### config.mk
export PLATFORM = sky130hd
export DESIGN_NAME = npc_gen_flat
export DESIGN_NICKNAME = d
export VERILOG_FILES = /design/src/rtl/predictor_pkg.sv /design/src/rtl/npc_gen_if.sv /design/src/rtl/ras_spec.sv /design/src/rtl/npc_gen.sv /design/src/flat_wrapper.sv
export SDC_FILE = /design/constraint.sdc
export NUM_CORES = 1
export LEC_CHECK = 0
export BUFFER_PORTS_ARGS = -buffer_cell sky130_fd_sc_hd__buf_2
export CORE_ASPECT_RATIO = 0.9
export CORE_MARGIN = 10
export CORE_UTILIZATION = 55
export DETAILED_ROUTE_END_ITERATION = 10
export HOLD_SLACK_MARGIN = 0.1
export PLACE_DENSITY_LB_ADDON = 0.12
export REMOVE_ABC_BUFFERS = 1
export SLEW_MARGIN = 40
export SYNTH_ARGS = -nofsm -noshare
export SYNTH_HDL_FRONTEND = slang
export SYNTH_HIERARCHICAL = 1
export SYNTH_SLANG_ARGS = --single-unit
### constraint.sdc
create_clock -name clk -period 4.2 [get_ports clk]
set_clock_uncertainty 0.05 [all_clocks]
set_input_delay 0.63 -clock clk [delete_from_list [all_inputs] [get_ports clk]]
set_output_delay 0.63 -clock clk [all_outputs]
set_load 0.1 [all_outputs]
### src/rtl/predictor_pkg.sv
// Shared branch-predictor definitions: branch kind encodings, checkpoint
// field layout and small arithmetic helpers used by the next-PC generator.
package predictor_pkg;

  typedef enum logic [2:0] {
    KIND_NOT_JUMP      = 3'd0,
    KIND_DIRECT_JUMP   = 3'd1,
    KIND_RET           = 3'd4,
    KIND_INDIRECT_JUMP = 3'd5,
    KIND_CALL          = 3'd6,
    KIND_JUMP          = 3'd7
  } kind_e;

  // Checkpoint layout, MSB first: {tos_ptr, count, top_entry}.
  localparam int CKPT_TOP_LSB = 0;

  function automatic int ckpt_cnt_lsb(input int addr_w);
    return addr_w;
  endfunction

  function automatic int ckpt_ptr_lsb(input int addr_w, input int cnt_w);
    return addr_w + cnt_w;
  endfunction

  function automatic logic [7:0] sat_inc8(input logic [7:0] v);
    if (v == 8'hFF) begin
      return v;
    end else begin
      return v + 8'd1;
    end
  endfunction

endpackage

### src/rtl/npc_gen_if.sv
// Bundle of fetch-side prediction inputs, EX redirect inputs and the
// next-PC / return-stack outputs of npc_gen.
interface npc_gen_if #(
  parameter int ADDR_WIDTH = 30,
  parameter int STACK_LEN  = 16
);
  localparam int PTR_W  = $clog2(STACK_LEN);
  localparam int CNT_W  = PTR_W + 1;
  localparam int CKPT_W = PTR_W + CNT_W + ADDR_WIDTH;

  logic                  stall;
  logic [ADDR_WIDTH-1:0] pc_reg;
  logic                  taken_pdc;
  logic [2:0]            kind_pdc;
  logic [ADDR_WIDTH-1:0] btb_target;
  logic                  choice_btb_ras;
  logic                  redirect_en;
  logic [ADDR_WIDTH-1:0] redirect_pc;
  logic [CKPT_W-1:0]     redirect_ckpt;
  logic [2:0]            redirect_kind;
  logic [ADDR_WIDTH-1:0] redirect_ret_pc;
  logic [ADDR_WIDTH-1:0] npc_pdc;
  logic [CKPT_W-1:0]     ckpt_pdc;
  logic                  ras_empty;
  logic [7:0]            ras_ovf_cnt;

  modport master (
    output stall, pc_reg, taken_pdc, kind_pdc, btb_target, choice_btb_ras,
           redirect_en, redirect_pc, redirect_ckpt, redirect_kind, redirect_ret_pc,
    input  npc_pdc, ckpt_pdc, ras_empty, ras_ovf_cnt
  );

  modport slave (
    input  stall, pc_reg, taken_pdc, kind_pdc, btb_target, choice_btb_ras,
           redirect_en, redirect_pc, redirect_ckpt, redirect_kind, redirect_ret_pc,
    output npc_pdc, ckpt_pdc, ras_empty, ras_ovf_cnt
  );

endinterface

### src/rtl/ras_spec.sv
// Speculative return-address stack: circular entry array with top pointer,
// saturating occupancy count, overflow counter and checkpoint restore.
module ras_spec
  import predictor_pkg::*;
#(
  parameter int ADDR_WIDTH = 30,
  parameter int STACK_LEN  = 16,
  localparam int PTR_W = $clog2(STACK_LEN),
  localparam int CNT_W = PTR_W + 1
) (
  input  logic                  clk,
  input  logic                  rstn,
  input  logic                  restore_en,
  input  logic [PTR_W-1:0]      restore_ptr,
  input  logic [CNT_W-1:0]      restore_cnt,
  input  logic [ADDR_WIDTH-1:0] restore_top,
  input  logic                  push_en,
  input  logic                  pop_en,
  input  logic [ADDR_WIDTH-1:0] push_data,
  output logic [PTR_W-1:0]      tos_ptr,
  output logic [CNT_W-1:0]      count,
  output logic [ADDR_WIDTH-1:0] top_entry,
  output logic                  empty,
  output logic [7:0]            ovf_cnt
);

  localparam logic [CNT_W-1:0] FULL_CNT = CNT_W'(STACK_LEN);

  logic [ADDR_WIDTH-1:0] stack_r [STACK_LEN];
  logic [PTR_W-1:0]      tos_ptr_r;
  logic [CNT_W-1:0]      count_r;
  logic [7:0]            ovf_cnt_r;

  logic [PTR_W-1:0]      base_ptr_s;
  logic [CNT_W-1:0]      base_cnt_s;
  logic [PTR_W-1:0]      push_ptr_s;
  logic [PTR_W-1:0]      next_ptr_s;
  logic [CNT_W-1:0]      next_cnt_s;
  logic [7:0]            next_ovf_s;
  logic                  do_pop_s;

  // Next pointer/count/overflow: a restore replaces the base state, then the push or pop acts on it.
  always_comb begin
    base_ptr_s = tos_ptr_r;
    base_cnt_s = count_r;
    if (restore_en) begin
      base_ptr_s = restore_ptr;
      base_cnt_s = restore_cnt;
    end else begin
      base_ptr_s = tos_ptr_r;
      base_cnt_s = count_r;
    end
    push_ptr_s = base_ptr_s + PTR_W'(1'b1);
    do_pop_s   = pop_en && (base_cnt_s != '0);
    next_ptr_s = base_ptr_s;
    next_cnt_s = base_cnt_s;
    next_ovf_s = ovf_cnt_r;
    if (push_en) begin
      next_ptr_s = push_ptr_s;
      // At full the push silently replaces the oldest entry.
      if (base_cnt_s == FULL_CNT) begin
        next_cnt_s = base_cnt_s;
        next_ovf_s = sat_inc8(ovf_cnt_r);
      end else begin
        next_cnt_s = base_cnt_s + CNT_W'(1'b1);
        next_ovf_s = ovf_cnt_r;
      end
    end else if (do_pop_s) begin
      next_ptr_s = base_ptr_s - PTR_W'(1'b1);
      next_cnt_s = base_cnt_s - CNT_W'(1'b1);
    end else begin
      next_ptr_s = base_ptr_s;
      next_cnt_s = base_cnt_s;
    end
  end

  // Pointer, count and overflow counter registers.
  always_ff @(posedge clk) begin
    if (!rstn) begin
      tos_ptr_r <= '0;
      count_r   <= '0;
      ovf_cnt_r <= 8'd0;
    end else begin
      tos_ptr_r <= next_ptr_s;
      count_r   <= next_cnt_s;
      ovf_cnt_r <= next_ovf_s;
    end
  end

  // Entry array: checkpoint repair of the restored top, then the push write (never the same slot).
  always_ff @(posedge clk) begin
    if (!rstn) begin
      for (int i = 0; i < STACK_LEN; i++) begin
        stack_r[i] <= '0;
      end
    end else begin
      if (restore_en) begin
        stack_r[restore_ptr] <= restore_top;
      end
      if (push_en) begin
        stack_r[push_ptr_s] <= push_data;
      end
    end
  end

  assign tos_ptr   = tos_ptr_r;
  assign count     = count_r;
  assign top_entry = stack_r[tos_ptr_r];
  assign empty     = (count_r == '0);
  assign ovf_cnt   = ovf_cnt_r;

endmodule

### src/rtl/npc_gen.sv
// Next-fetch-PC generator: selects redirect / fall-through / BTB / RAS target
// and drives the speculative return stack with predicted and redirect updates.
module npc_gen
  import predictor_pkg::*;
#(
  parameter int ADDR_WIDTH  = 30,
  parameter int STACK_LEN   = 16,
  parameter int FETCH_WIDTH = 2
) (
  input logic     clk,
  input logic     rstn,
  npc_gen_if.slave bus
);

  localparam int PTR_W   = $clog2(STACK_LEN);
  localparam int CNT_W   = PTR_W + 1;
  localparam int CKPT_W  = PTR_W + CNT_W + ADDR_WIDTH;
  localparam int CNT_LSB = ckpt_cnt_lsb(ADDR_WIDTH);
  localparam int PTR_LSB = ckpt_ptr_lsb(ADDR_WIDTH, CNT_W);

  localparam logic [ADDR_WIDTH-1:0] GROUP_MASK = ~ADDR_WIDTH'(FETCH_WIDTH - 1);
  localparam logic [ADDR_WIDTH-1:0] GROUP_STEP = ADDR_WIDTH'(FETCH_WIDTH);

  logic [ADDR_WIDTH-1:0] fft_s;
  logic [ADDR_WIDTH-1:0] npc_s;
  logic [ADDR_WIDTH-1:0] ras_top_s;
  logic [PTR_W-1:0]      tos_ptr_s;
  logic [CNT_W-1:0]      count_s;
  logic                  ras_empty_s;
  logic [7:0]            ovf_cnt_s;
  logic                  push_s;
  logic                  pop_s;
  logic [ADDR_WIDTH-1:0] push_data_s;
  logic [CKPT_W-1:0]     ckpt_s;

  assign fft_s = (bus.pc_reg & GROUP_MASK) + GROUP_STEP;

  // Stack operation for this edge: a redirect replaces any predicted update.
  always_comb begin
    push_s      = 1'b0;
    pop_s       = 1'b0;
    push_data_s = bus.pc_reg + ADDR_WIDTH'(1'b1);
    if (bus.redirect_en) begin
      push_s      = (bus.redirect_kind == KIND_CALL);
      pop_s       = (bus.redirect_kind == KIND_RET);
      push_data_s = bus.redirect_ret_pc;
    end else if (!bus.stall && bus.taken_pdc) begin
      push_s      = (bus.kind_pdc == KIND_CALL);
      pop_s       = (bus.kind_pdc == KIND_RET);
      push_data_s = bus.pc_reg + ADDR_WIDTH'(1'b1);
    end else begin
      push_s      = 1'b0;
      pop_s       = 1'b0;
      push_data_s = bus.pc_reg + ADDR_WIDTH'(1'b1);
    end
  end

  // Next fetch PC selection.
  always_comb begin
    npc_s = fft_s;
    if (bus.redirect_en) begin
      npc_s = bus.redirect_pc;
    end else if (!bus.taken_pdc) begin
      npc_s = fft_s;
    end else begin
      case (bus.kind_pdc)
        KIND_NOT_JUMP:      npc_s = fft_s;
        KIND_RET:           npc_s = (bus.choice_btb_ras || ras_empty_s) ? bus.btb_target : ras_top_s;
        KIND_DIRECT_JUMP,
        KIND_INDIRECT_JUMP,
        KIND_CALL,
        KIND_JUMP:          npc_s = bus.btb_target;
        default:            npc_s = fft_s;
      endcase
    end
  end

  ras_spec #(
    .ADDR_WIDTH (ADDR_WIDTH),
    .STACK_LEN  (STACK_LEN)
  ) u_ras (
    .clk         (clk),
    .rstn        (rstn),
    .restore_en  (bus.redirect_en),
    .restore_ptr (bus.redirect_ckpt[PTR_LSB +: PTR_W]),
    .restore_cnt (bus.redirect_ckpt[CNT_LSB +: CNT_W]),
    .restore_top (bus.redirect_ckpt[CKPT_TOP_LSB +: ADDR_WIDTH]),
    .push_en     (push_s),
    .pop_en      (pop_s),
    .push_data   (push_data_s),
    .tos_ptr     (tos_ptr_s),
    .count       (count_s),
    .top_entry   (ras_top_s),
    .empty       (ras_empty_s),
    .ovf_cnt     (ovf_cnt_s)
  );

  assign ckpt_s          = {tos_ptr_s, count_s, ras_top_s};
  assign bus.npc_pdc     = npc_s;
  assign bus.ckpt_pdc    = ckpt_s;
  assign bus.ras_empty   = ras_empty_s;
  assign bus.ras_ovf_cnt = ovf_cnt_s;

endmodule
### src/flat_wrapper.sv
// flat-port wrapper written by rule: the top's interface ports become plain ports
module npc_gen_flat import predictor_pkg::*;
#(
  parameter int ADDR_WIDTH  = 30,
  parameter int STACK_LEN   = 16,
  parameter int FETCH_WIDTH = 2
)
  (clk, rstn, bus_stall, bus_pc_reg, bus_taken_pdc, bus_kind_pdc, bus_btb_target, bus_choice_btb_ras, bus_redirect_en, bus_redirect_pc, bus_redirect_ckpt, bus_redirect_kind, bus_redirect_ret_pc, bus_npc_pdc, bus_ckpt_pdc, bus_ras_empty, bus_ras_ovf_cnt);
  npc_gen_if #(.ADDR_WIDTH(ADDR_WIDTH), .STACK_LEN(STACK_LEN)) bus_i ();
  input logic clk;
  input logic rstn;
  input wire logic [$bits(bus_i.stall)-1:0] bus_stall;
  input wire logic [$bits(bus_i.pc_reg)-1:0] bus_pc_reg;
  input wire logic [$bits(bus_i.taken_pdc)-1:0] bus_taken_pdc;
  input wire logic [$bits(bus_i.kind_pdc)-1:0] bus_kind_pdc;
  input wire logic [$bits(bus_i.btb_target)-1:0] bus_btb_target;
  input wire logic [$bits(bus_i.choice_btb_ras)-1:0] bus_choice_btb_ras;
  input wire logic [$bits(bus_i.redirect_en)-1:0] bus_redirect_en;
  input wire logic [$bits(bus_i.redirect_pc)-1:0] bus_redirect_pc;
  input wire logic [$bits(bus_i.redirect_ckpt)-1:0] bus_redirect_ckpt;
  input wire logic [$bits(bus_i.redirect_kind)-1:0] bus_redirect_kind;
  input wire logic [$bits(bus_i.redirect_ret_pc)-1:0] bus_redirect_ret_pc;
  output wire logic [$bits(bus_i.npc_pdc)-1:0] bus_npc_pdc;
  output wire logic [$bits(bus_i.ckpt_pdc)-1:0] bus_ckpt_pdc;
  output wire logic [$bits(bus_i.ras_empty)-1:0] bus_ras_empty;
  output wire logic [$bits(bus_i.ras_ovf_cnt)-1:0] bus_ras_ovf_cnt;
  assign bus_i.stall = bus_stall;
  assign bus_i.pc_reg = bus_pc_reg;
  assign bus_i.taken_pdc = bus_taken_pdc;
  assign bus_i.kind_pdc = bus_kind_pdc;
  assign bus_i.btb_target = bus_btb_target;
  assign bus_i.choice_btb_ras = bus_choice_btb_ras;
  assign bus_i.redirect_en = bus_redirect_en;
  assign bus_i.redirect_pc = bus_redirect_pc;
  assign bus_i.redirect_ckpt = bus_redirect_ckpt;
  assign bus_i.redirect_kind = bus_redirect_kind;
  assign bus_i.redirect_ret_pc = bus_redirect_ret_pc;
  assign bus_npc_pdc = bus_i.npc_pdc;
  assign bus_ckpt_pdc = bus_i.ckpt_pdc;
  assign bus_ras_empty = bus_i.ras_empty;
  assign bus_ras_ovf_cnt = bus_i.ras_ovf_cnt;
  npc_gen #(.ADDR_WIDTH(ADDR_WIDTH), .STACK_LEN(STACK_LEN), .FETCH_WIDTH(FETCH_WIDTH)) u_core (.clk(clk), .rstn(rstn), .bus(bus_i));
endmodule
; ---- Word level (Yosys, flattened, before mapping)
; Memories as Yosys holds them, arrays and structs flattened. A register that Yosys moved wholly into a read port is not among the register bits.
; Cells that the tools add are included.
[word_totals]
memories = 1
latch_bits = 0
reg_bits = 17
output_inout_bits = 78
mem_bits_rw = 480
inputBits = 171
wordCells = 61
mem_bits_ro = 0
[classes]
bitwise_logic = 1
mul = 0
n_shift = 0
n_div = 0
add_sub_neg = 7
mux = 30
order_cmp = 0
n_eq_ne = 9
reduce_logical = 10
[mem_list]
columns = name, depth, word_bits, read_ports, rd_ports_with_merged_regs, wr, line_no
row1 = u_core.u_ras.stack_r, 16, 30, 1, 1, 16, ras_spec.sv:29  ; logic [ADDR_WIDTH-1:0] stack_r [STACK_LEN];
[op_table]
columns = op, count
row1 = 2-to-1 mux 30 bit, 6
row2 = case mux 30 bit (2 select lines), 1
row3 = OR reduction 30 bit, 2
row4 = adder 30 x 1 -> 30 bit (second input constant), 1
row5 = adder 30 x 2 -> 30 bit (second input constant), 1
row6 = 2-to-1 mux 4 bit, 6
row7 = 2-to-1 mux 5 bit, 4
row8 = == test 3 bit (second input constant), 6
row9 = 2-to-1 mux 1 bit, 13
row10 = adder 8 x 1 -> 8 bit (second input constant), 1
row11 = == test 8 bit (second input constant), 1
row12 = adder 5 x 1 -> 5 bit (second input constant), 1
row13 = == test 5 bit (second input constant), 1
row14 = zero test 5 bit, 1
row15 = nonzero test 5 bit, 1
row16 = subtractor 5 x 1 -> 5 bit (second input constant), 1
row17 = adder 4 x 1 -> 4 bit (second input constant), 1
row18 = OR reduction 4 bit, 1
row19 = subtractor 4 x 1 -> 4 bit (second input constant), 1
row20 = == test 3 x 1 -> 1 bit (second input constant), 1
row21 = AND reduction 3 bit, 1
row22 = logical AND 1 bit, 2
row23 = zero test 1 bit, 1
row24 = logical OR 1 bit, 1
row25 = inverter 1 bit, 1

; ---- Logic depth before layout (Yosys ltp)
; Gate-level depths: netlist of run 1.
[logic_depth]
word_depth = 9
ltp_mapped = 12
mapped_depth_nobuf = 8

; ---- Cells and area by module
; The synthesis of run 1 kept the hierarchy.
[by_module_without_submodules]
columns = module, cells_per_inst, instances, area_per_inst_um2, seq_area_each_um2
row1 = ras_spec, 2006, 1, 26967.1, 14754.2
row2 = npc_gen, 358, 1, 2257.2, 0.0

; ---- Least setup slack after synthesis of run 1
; OpenSTA, ideal clock, no wires.
[synth_path]
path_type = reg2out
from = register u_core.u_ras.count_r[3], in the netlist u_core/u_ras/count[3]
to = output bus_npc_pdc[0]
t_required_ns = 3.520
stages_incl_launch_ff = 8
n_path_buf = 1
t_arrival_ns = 5.579
setup_slack_ns = -2.059
path_cell_list = dfxtp_1 or4_1 nor2_1 or3_1 a21o_1 clkbuf_1 a22oi_1 o21ai_0
[synth_between]
elab_chain_cells = 6
[synth_lines]
columns = item, line_no
row1 = from (decl), ras_spec.sv:31  ; logic [CNT_W-1:0] count_r;
row2 = from (signal assigned), ras_spec.sv:85  ; count_r <= next_cnt_s;
row3 = zero test 5 bit, ras_spec.sv:109  ; assign empty = (count_r == '0);
row4 = named net bus_ras_empty, flat_wrapper.sv:25  ; output wire logic [$bits(bus_i.ras_empty)-1:0] bus_ras_empty;
row5 = logical OR 1 bit, npc_gen.sv:68  ; KIND_RET: npc_s = (bus.choice_btb_ras || ras_empty_s) ? bus.btb_target : ras_top_s;
row6 = 2-to-1 mux 30 bit, npc_gen.sv:68
row7 = case mux 30 bit (2 select lines), npc_gen.sv:66  ; case (bus.kind_pdc)
row8 = 2-to-1 mux 30 bit, npc_gen.sv:63  ; end else if (!bus.taken_pdc) begin
row9 = 2-to-1 mux 30 bit, npc_gen.sv:61  ; if (bus.redirect_en) begin
row10 = to (decl), flat_wrapper.sv:23  ; output wire logic [$bits(bus_i.npc_pdc)-1:0] bus_npc_pdc;
; The timed path passes the listed nets, and every way through them passes these cells.

==> results of run 1 <==
==> state kept, by name, summed over array words and instances, names as in the netlist <==
name / count
u_core/u_ras/count: 5
u_core/u_ras/tos_ptr: 4
u_core/u_ras/ovf_cnt: 8
u_core/u_ras/stack_r: 480
==> metrics by stage <==
| step | instances | TNS [ps] | setup slack, ps |
|---|---|---|---|
| floorplan | 2095 | -5235510 | -5940 |
| global placement | 3161 | 0 | 549 |
| detailed placement | 3162 | 0 | 566 |
| CTS | 3258 | 0 | 24.6 |
| global route | 3259 | 0 | 22.8 |
| finish | 3261 | 0 | 77.6 |
==> area by class of cell <==
class | instances | area (um2) | share of cell area, %
clock inverter | 23 | 253 | 0.759
clock buffer | 70 | 1420 | 4.27
timing repair buffer | 373 | 2510 | 7.55
tap | 697 | 872 | 2.62
sequential | 497 | 14800 | 44.4
multi-input combinational | 1553 | 13300 | 39.9
antenna | 3 | 7.51 | 0.0225
inverter | 45 | 169 | 0.507
==> repair_timing <==
action,CTS,global route
setup endpoints to repair,2,14
resized for setup,1,2
setup buffers,3,0
hold buffers,0,0
==> synthesized netlist by cell type (all sizes together), types with 5 or more instances <==
master and n:
a21oi 11, a22o 65, a22oi 30, and2 5
and3 11, buf 104, clkbuf 165, dfxtp 17
edfxtp 480, ha 11, inv 45, mux2 6
mux2i 430, mux4 150, nand2 506, nand2b 9
nand3 25, nand3b 12, nand4 26, nor2 38
nor3 12, nor4 10, o211ai 11, o21ai 47
o221ai 10, or3 6, or4 6, xnor2 19
xor2 36
==> cells by family (layout without fill, tap and decap cells) <==
| family | after synthesis | count (layout) | synth area share [%] |
|---|---|---|---|
| adders and majority gates | 11 | 11 | 0.471 |
| xor gates and xnor gates | 55 | 55 | 1.67 |
| DFF | 497 | 497 | 50.5 |
| buffers and inverters | 314 | 511 | 4.71 |
| muxes | 586 | 586 | 26.6 |
| AOI/OAI and AO/OA | 216 | 216 | 5.66 |
| other | 0 | 3 | 0 |
| and+or+nand+nor | 685 | 685 | 10.4 |
==> report_power, final <==
group          internal [uW]  switching [uW]
combinational            698            1760
sequential              5650            93.0
clock                   2670            2010
total                   9020            3860
==> path summary, 6_finish.rpt <==
check / from / to / slack (ps) / cells after the start
min reg2reg: u_core/u_ras/ovf_cnt[0] / u_core/u_ras/ovf_cnt[0] / 480 / 2
max: u_core/u_ras/tos_ptr[1] / bus_npc_pdc[26] / 80 / 7
min: bus_redirect_ckpt[30] / u_core/u_ras/count[0] / 380 / 4
max reg2reg: u_core/u_ras/tos_ptr[2] / u_core/u_ras/stack_r[12][7] / 860 / 5
==> worst min-delay path, delay by kind of cell <==
family | cells | cell delay, ps
multiplexers | 2 | 180
AND/OR/NAND/NOR | 1 | 90
buffers and inverters | 1 | 80
==> layer usage <==
| layer | up-vias | routed length [um] | GRT usage [%] |
|---|---|---|---|
| met3 | 402 | 15600 | 9.69 |
| met5 | - | 63 | 0 |
| met4 | 10 | 6500 | 17.9 |
| met2 | 1924 | 48500 | 51.1 |
| li1 | 9149 | - | - |
| met1 | 11200 | 39500 | 44.1 |
==> summary.md, run 1 <==
- **total detailed-routing wirelength** 110000 um
- **register clock-pin slew on the reported worst setup and hold paths** 60 ps
- **top cell type by total area after synthesis** sky130_fd_sc_hd__edfxtp_1
- **Pins Over Slew Limit** 0
- **worst hold margin** 378 ps
- **buffers from clock root to sink, at most** 3
- **crit path launch type** flop
- **Leak** 0.0145 uW
- **Most used DFF post-synth** sky130_fd_sc_hd__edfxtp_1
- **clock tree from TritonCTS** done
- **total power density per cell area** 387 mW/mm2
- **number of top-level design ports** 249
- **RSZ-0062 raised after global routing** false
- **Die Wd** 263 um
- **Yosys top cell area share** 49.3%
- **post-route cell area** 0.0333 mm2
- **average wire per cell in the routed design** 33.8 um
- **number of CTS-inserted buffers** 53
- **clock latency on the worst-skew pair** 610 ps
- **number of distinct standard cells referenced by the synthesized netlist** 79
- **Buf+Inv Stages, Crit Path** 3
- **commonest cells after routing, fill and taps aside** sky130_fd_sc_hd__nand2_1, sky130_fd_sc_hd__edfxtp_1, sky130_fd_sc_hd__mux2i_1, sky130_fd_sc_hd__buf_2, sky130_fd_sc_hd__mux4_2
- **row cnt** 80
- **Final Setup Violations** 0
- **path type of the worst min-delay path** in2reg
- **actual slew at the worst max-slew pin** 884 ps
- **total vias in the final route** 22700
- **leftover overflow at the end of global routing** 0
- **Port Buffer Count** 248
- **Data required, critical path** 3520 ps
- **Final GP Congestion** 0.978
- **highest-delay cell along the critical path** sky130_fd_sc_hd__dfxtp_4
- **post-route antenna net violation count** 0
- **Final period util** 98.2%
- **global-route wire length before repair** 156000 um
- **reported max-cap violation count** 0
- **chain of cells forming the critical path** buf_12, mux4_2, mux4_2, a221oi_1, o211ai_1, buf_4, buf_12
- **First DRT Iteration DRCs** 3561
- **worst IR drop on VDD** 0.329 mV
- **vias in the first global route** 22400
- **number of synthesized register bits** 497
- **Starting Density** 55.4%
- **sequential cell area fraction in the yosys report** 50.5%
- **detailed placer's ending HPWL** 69800 um
- **crit path max fanout** 45
- **final-layout fill cell count** 4098
- **layout overhead on the synthesized area** 13.9%
- **count of endpoints failing hold in the final timing report** 0
- **CTS sink count** 497
- **yosys warns** 6
- **Slowest Stage Delay on Critical Path** 590 ps
- **outcome** finished, final reports clean
- **Vias/cell** 6.97
- **Max-slew headroom** 41.1%
- **Total Routing Usage GR** 33.9%
- **endpoint kind of the worst setup timing path** output port
- **crit path DAT** 3440 ps
- **post-synth design cell area** 0.0292 mm2
- **Detailed Routing Iterations Pass 1** 7
- **cell type group with the largest total delay on the critical path** multiplexers
- **total number of H-tree levels** 2
- **instance area after placement** 0.0316 mm2
- **top achievable clock speed** 243 MHz
- **Layout Nets** 2705
- **number of flops mapped to enable cells by yosys** 480
- **y dimension of the die** 239 um
- **overall power of the completed layout** 12900 uW
- **most frequent standard cell in the layout excluding fill and tap cells** sky130_fd_sc_hd__nand2_1
- **fraction of registers with async set or reset after synthesis** 0%
- **number of antenna violations at the first check in global routing** 9
- **area inside the core boundary** 0.0528 mm2
- **core utilization of the finished layout** 63.1%
- **Die Area** 0.0628 mm2
- **mean post-synth cell area** 12.4 um2
- **Synth Instances** 2364
- **post-layout min period** 4120 ps
- **main area contributors after synthesis** sky130_fd_sc_hd__edfxtp_1, sky130_fd_sc_hd__mux2i_1, sky130_fd_sc_hd__mux4_2
- **largest net degree at the start of global routing** 104
- **DRC violations left** 0
- **classification of the worst setup path** reg2out
- **layout cell share with drive strength beyond 1** 25.6%
- **master cell of the clock root buffer** sky130_fd_sc_hd__clkbuf_16
No activity file was read; power rests on OpenSTA's default activity.
==> inputs of run 2 (changes only) <==
SYNTH_HIERARCHICAL = default   (was 1)
==> run 2 against run 1 <==
Final cell count grew 2.5%. Count of clock-buffer cells in the layout shrank 4. Core utilization grew 0.99 points. Hold slack gained 54 ps. Critical path type unchanged. Largest power group unchanged. Highest routed layer unchanged.
==> summary.md, run 2 <==
- **Final Setup Violations** 0
- **Buf+Inv Stages, Crit Path** 2
- **Data required, critical path** 3520 ps
- **row cnt** 80
- **master cell of the clock root buffer** sky130_fd_sc_hd__clkbuf_16
- **final cell count without fillers** 3343
- **number of distinct standard cells referenced by the synthesized netlist** 83
- **number of flops mapped to enable cells by yosys** 480
- **register ranked first by flip-flop count** u_core.u_ras.stack_r
- **reported max-cap violation count** 0
- **Setup TNS Final** 0 ps
- **worst hold margin** 431 ps
- **highest-delay cell along the critical path** sky130_fd_sc_hd__dfxtp_4
- **count of endpoints failing hold in the final timing report** 0
- **RSZ-0062 raised after global routing** false
- **top cell type by total area after synthesis** sky130_fd_sc_hd__edfxtp_1
- **clock latency on the worst-skew pair** 630 ps
- **Yosys top cell area share** 48.9%
- **Die Area** 0.0632 mm2
- **worst IR drop on VDD** 0.331 mV
- **path type of the worst min-delay path** in2reg
- **Detailed Routing Iterations Pass 1** 6
- **cell type group with the largest total delay on the critical path** compound AO/OA/AOI/OAI gates
- **Synth Instances** 2435
- **outcome** finished, final reports clean
- **final worst slack** 92.0 ps
- **layout overhead on the synthesized area** 15.4%
- **total vias in the final route** 23200
- **DRC violations left** 0
- **First DRT Iteration DRCs** 3632
- **main area contributors after synthesis** sky130_fd_sc_hd__edfxtp_1, sky130_fd_sc_hd__mux2i_1, sky130_fd_sc_hd__mux4_2
- **CTS sink count** 497
- **Pins Over Slew Limit** 0
- **max FFs per register** 480
- **average wire per cell in the routed design** 33.5 um
- **classification of the worst setup path** reg2out
- **crit path launch type** flop
- **detailed placer's ending HPWL** 70200 um
- **endpoint kind of the worst setup timing path** output port
- **Placed Cells incl. Taps** 3237
- **leftover overflow at the end of global routing** 0
- **post-synth design cell area** 0.0295 mm2
- **top achievable clock speed** 243 MHz
- **number of CTS-inserted buffers** 53
- **Max-slew headroom** 44.8%
- **buffers from clock root to sink, at most** 3
- **yosys warns** 0
- **Final period util** 97.8%
- **mean post-synth cell area** 12.1 um2
- **number of top-level design ports** 249
- **top cell types by occurrence after synthesis** sky130_fd_sc_hd__nand2_1, sky130_fd_sc_hd__edfxtp_1, sky130_fd_sc_hd__mux2i_1
- **total power density per cell area** 395 mW/mm2
- **sequential cell area fraction in the yosys report** 50.1%
- **post-route antenna net violation count** 0
- **number of buffers inserted for hold repair after clock tree synthesis** 0
- **register clock-pin slew on the reported worst setup and hold paths** 60 ps
- **Leak** 0.0137 uW
- **pre-CTS setup slack** 480 ps
- **Die Wd** 264 um
- **commonest cells after routing, fill and taps aside** sky130_fd_sc_hd__nand2_1, sky130_fd_sc_hd__edfxtp_1, sky130_fd_sc_hd__mux2i_1, sky130_fd_sc_hd__buf_2, sky130_fd_sc_hd__mux4_2
- **chain of cells forming the critical path** buf_4, mux4_2, mux2i_1, nor3_1, a211oi_1, o21ai_1, buf_12
- **Slowest Stage Delay on Critical Path** 540 ps
- **actual slew at the worst max-slew pin** 812 ps
- **most numerous cell in the Yosys netlist** sky130_fd_sc_hd__nand2_1
- **Most used DFF post-synth** sky130_fd_sc_hd__edfxtp_1
- **clock tree from TritonCTS** done
- **number of synthesized register bits** 497
- **crit path max fanout** 16
- **area inside the core boundary** 0.0531 mm2
- **fraction of registers with async set or reset after synthesis** 0%
- **post-layout min period** 4110 ps
- **Vias/cell** 6.94
- **y dimension of the die** 240 um
- **Total Routing Usage GR** 34.5%
- **number of antenna violations at the first check in global routing** 8
- **vias in the first global route** 22900
- **total detailed-routing wirelength** 112000 um
- **most frequent standard cell in the layout excluding fill and tap cells** sky130_fd_sc_hd__nand2_1
- **Final GP Congestion** 0.951
- **Port Buffer Count** 248
- **layout cell share with drive strength beyond 1** 25.6%
- **Layout Nets** 2779
- **global-route wire length before repair** 160000 um
- **crit path DAT** 3430 ps
- **largest net degree at the start of global routing** 60
- **Starting Density** 55.5%
- **total number of H-tree levels** 2
-- run 2: changes by cell type after synthesis, sizes merged, moves of 13 or more --
cell,change
a22oi,-23
nor3,+20
buf,+35
nor2,+17
a222oi,+15
a22o,-63
o21ai,+32
mux2i,+14
nand2,+35
inv,-28
clkbuf,-34
xor2,-16
a32o,+13
-- run 2: path summary, 6_finish.rpt --
path / startpoint / endpoint / slack, ps / depth (start not counted)
min reg2reg: u_core.u_ras.ovf_cnt[7] / u_core.u_ras.ovf_cnt[7] / 440 / 2
max: u_core.u_ras.tos_ptr[1] / bus_npc_pdc[26] / 90 / 7
min: bus_redirect_ret_pc[3] / u_core.u_ras.stack_r[0][3] / 430 / 3
max reg2reg: u_core.u_ras.tos_ptr[0] / u_core.u_ras.stack_r[0][9] / 660 / 10
-- run 2: metrics by stage --
step / utilization (%) / cell area (um2) / total power [uW]
after CTS: 64.0 / 34000 / 13400
after floorplan: - / 28200 / 7720
final: 64.1 / 34000 / 13400
after global placement: 60.7 / 32200 / 8660
after global routing: 64.1 / 34000 / 13700
after detailed placement: 60.7 / 32200 / 8690
-- run 2: worst reg2reg max path, cell delays in order (launching register included) --
cell and delay [ps]:
sky130_fd_sc_hd__dfxtp_4 600, sky130_fd_sc_hd__buf_16 220, sky130_fd_sc_hd__mux2i_1 110, sky130_fd_sc_hd__inv_1 120, sky130_fd_sc_hd__ha_1 290, sky130_fd_sc_hd__nand2_1 110
sky130_fd_sc_hd__or3_1 440, sky130_fd_sc_hd__buf_4 210, sky130_fd_sc_hd__o32ai_4 220, sky130_fd_sc_hd__buf_4 670, sky130_fd_sc_hd__mux2i_1 220
-- run 2: where the power goes --
group	internal [uW]	total, uW	leakage (uW)	switching, uW
registers	5660	5760	0.00502	106
logic	866	2890	0.00781	2020
clock network	2720	4770	0.000836	2060
total	9240	13400	0.0137	4180
-- run 2: routing by layer --
layer / global-route usage (%) / vias to the layer above / part of all wire [%]
li1: - / 9447 / -
met1: 43.8 / 11400 / 36
met2: 52.1 / 1957 / 44
met3: 12.2 / 335 / 15
met4: 16.7 / 6 / 4.9
met5: 0 / - / 0.025
-- run 2: repair_timing --
| action | CTS | global route |
|---|---|---|
| cloned | 0 | 0 |
| gates resized for setup | 1 | 2 |
| endpoints found under the setup margin | 4 | 2 |
| pin swaps | 0 | 0 |
| setup buffers | 1 | 0 |
-- run 2: cells by family after synthesis --
group	synth area share, %
buffers and inverters	4.38
AOI/OAI and AO/OA	6.13
and+or+nand+nor	11.4
DFF	50.1
adders and majority gates	0.467
xor gates and xnor gates	1.37
muxes	26.1
-- run 2: area by class of cell --
class	instances	area (um2)
Tap cell	697	872
Clock buffer	66	1400
Fill cell	4044	19000
Multi-Input combinational cell	1651	13700
Clock inverter	33	312
Inverter	17	63.8
Sequential cell	497	14800
Antenna cell	5	12.5
Timing Repair Buffer	377	2850
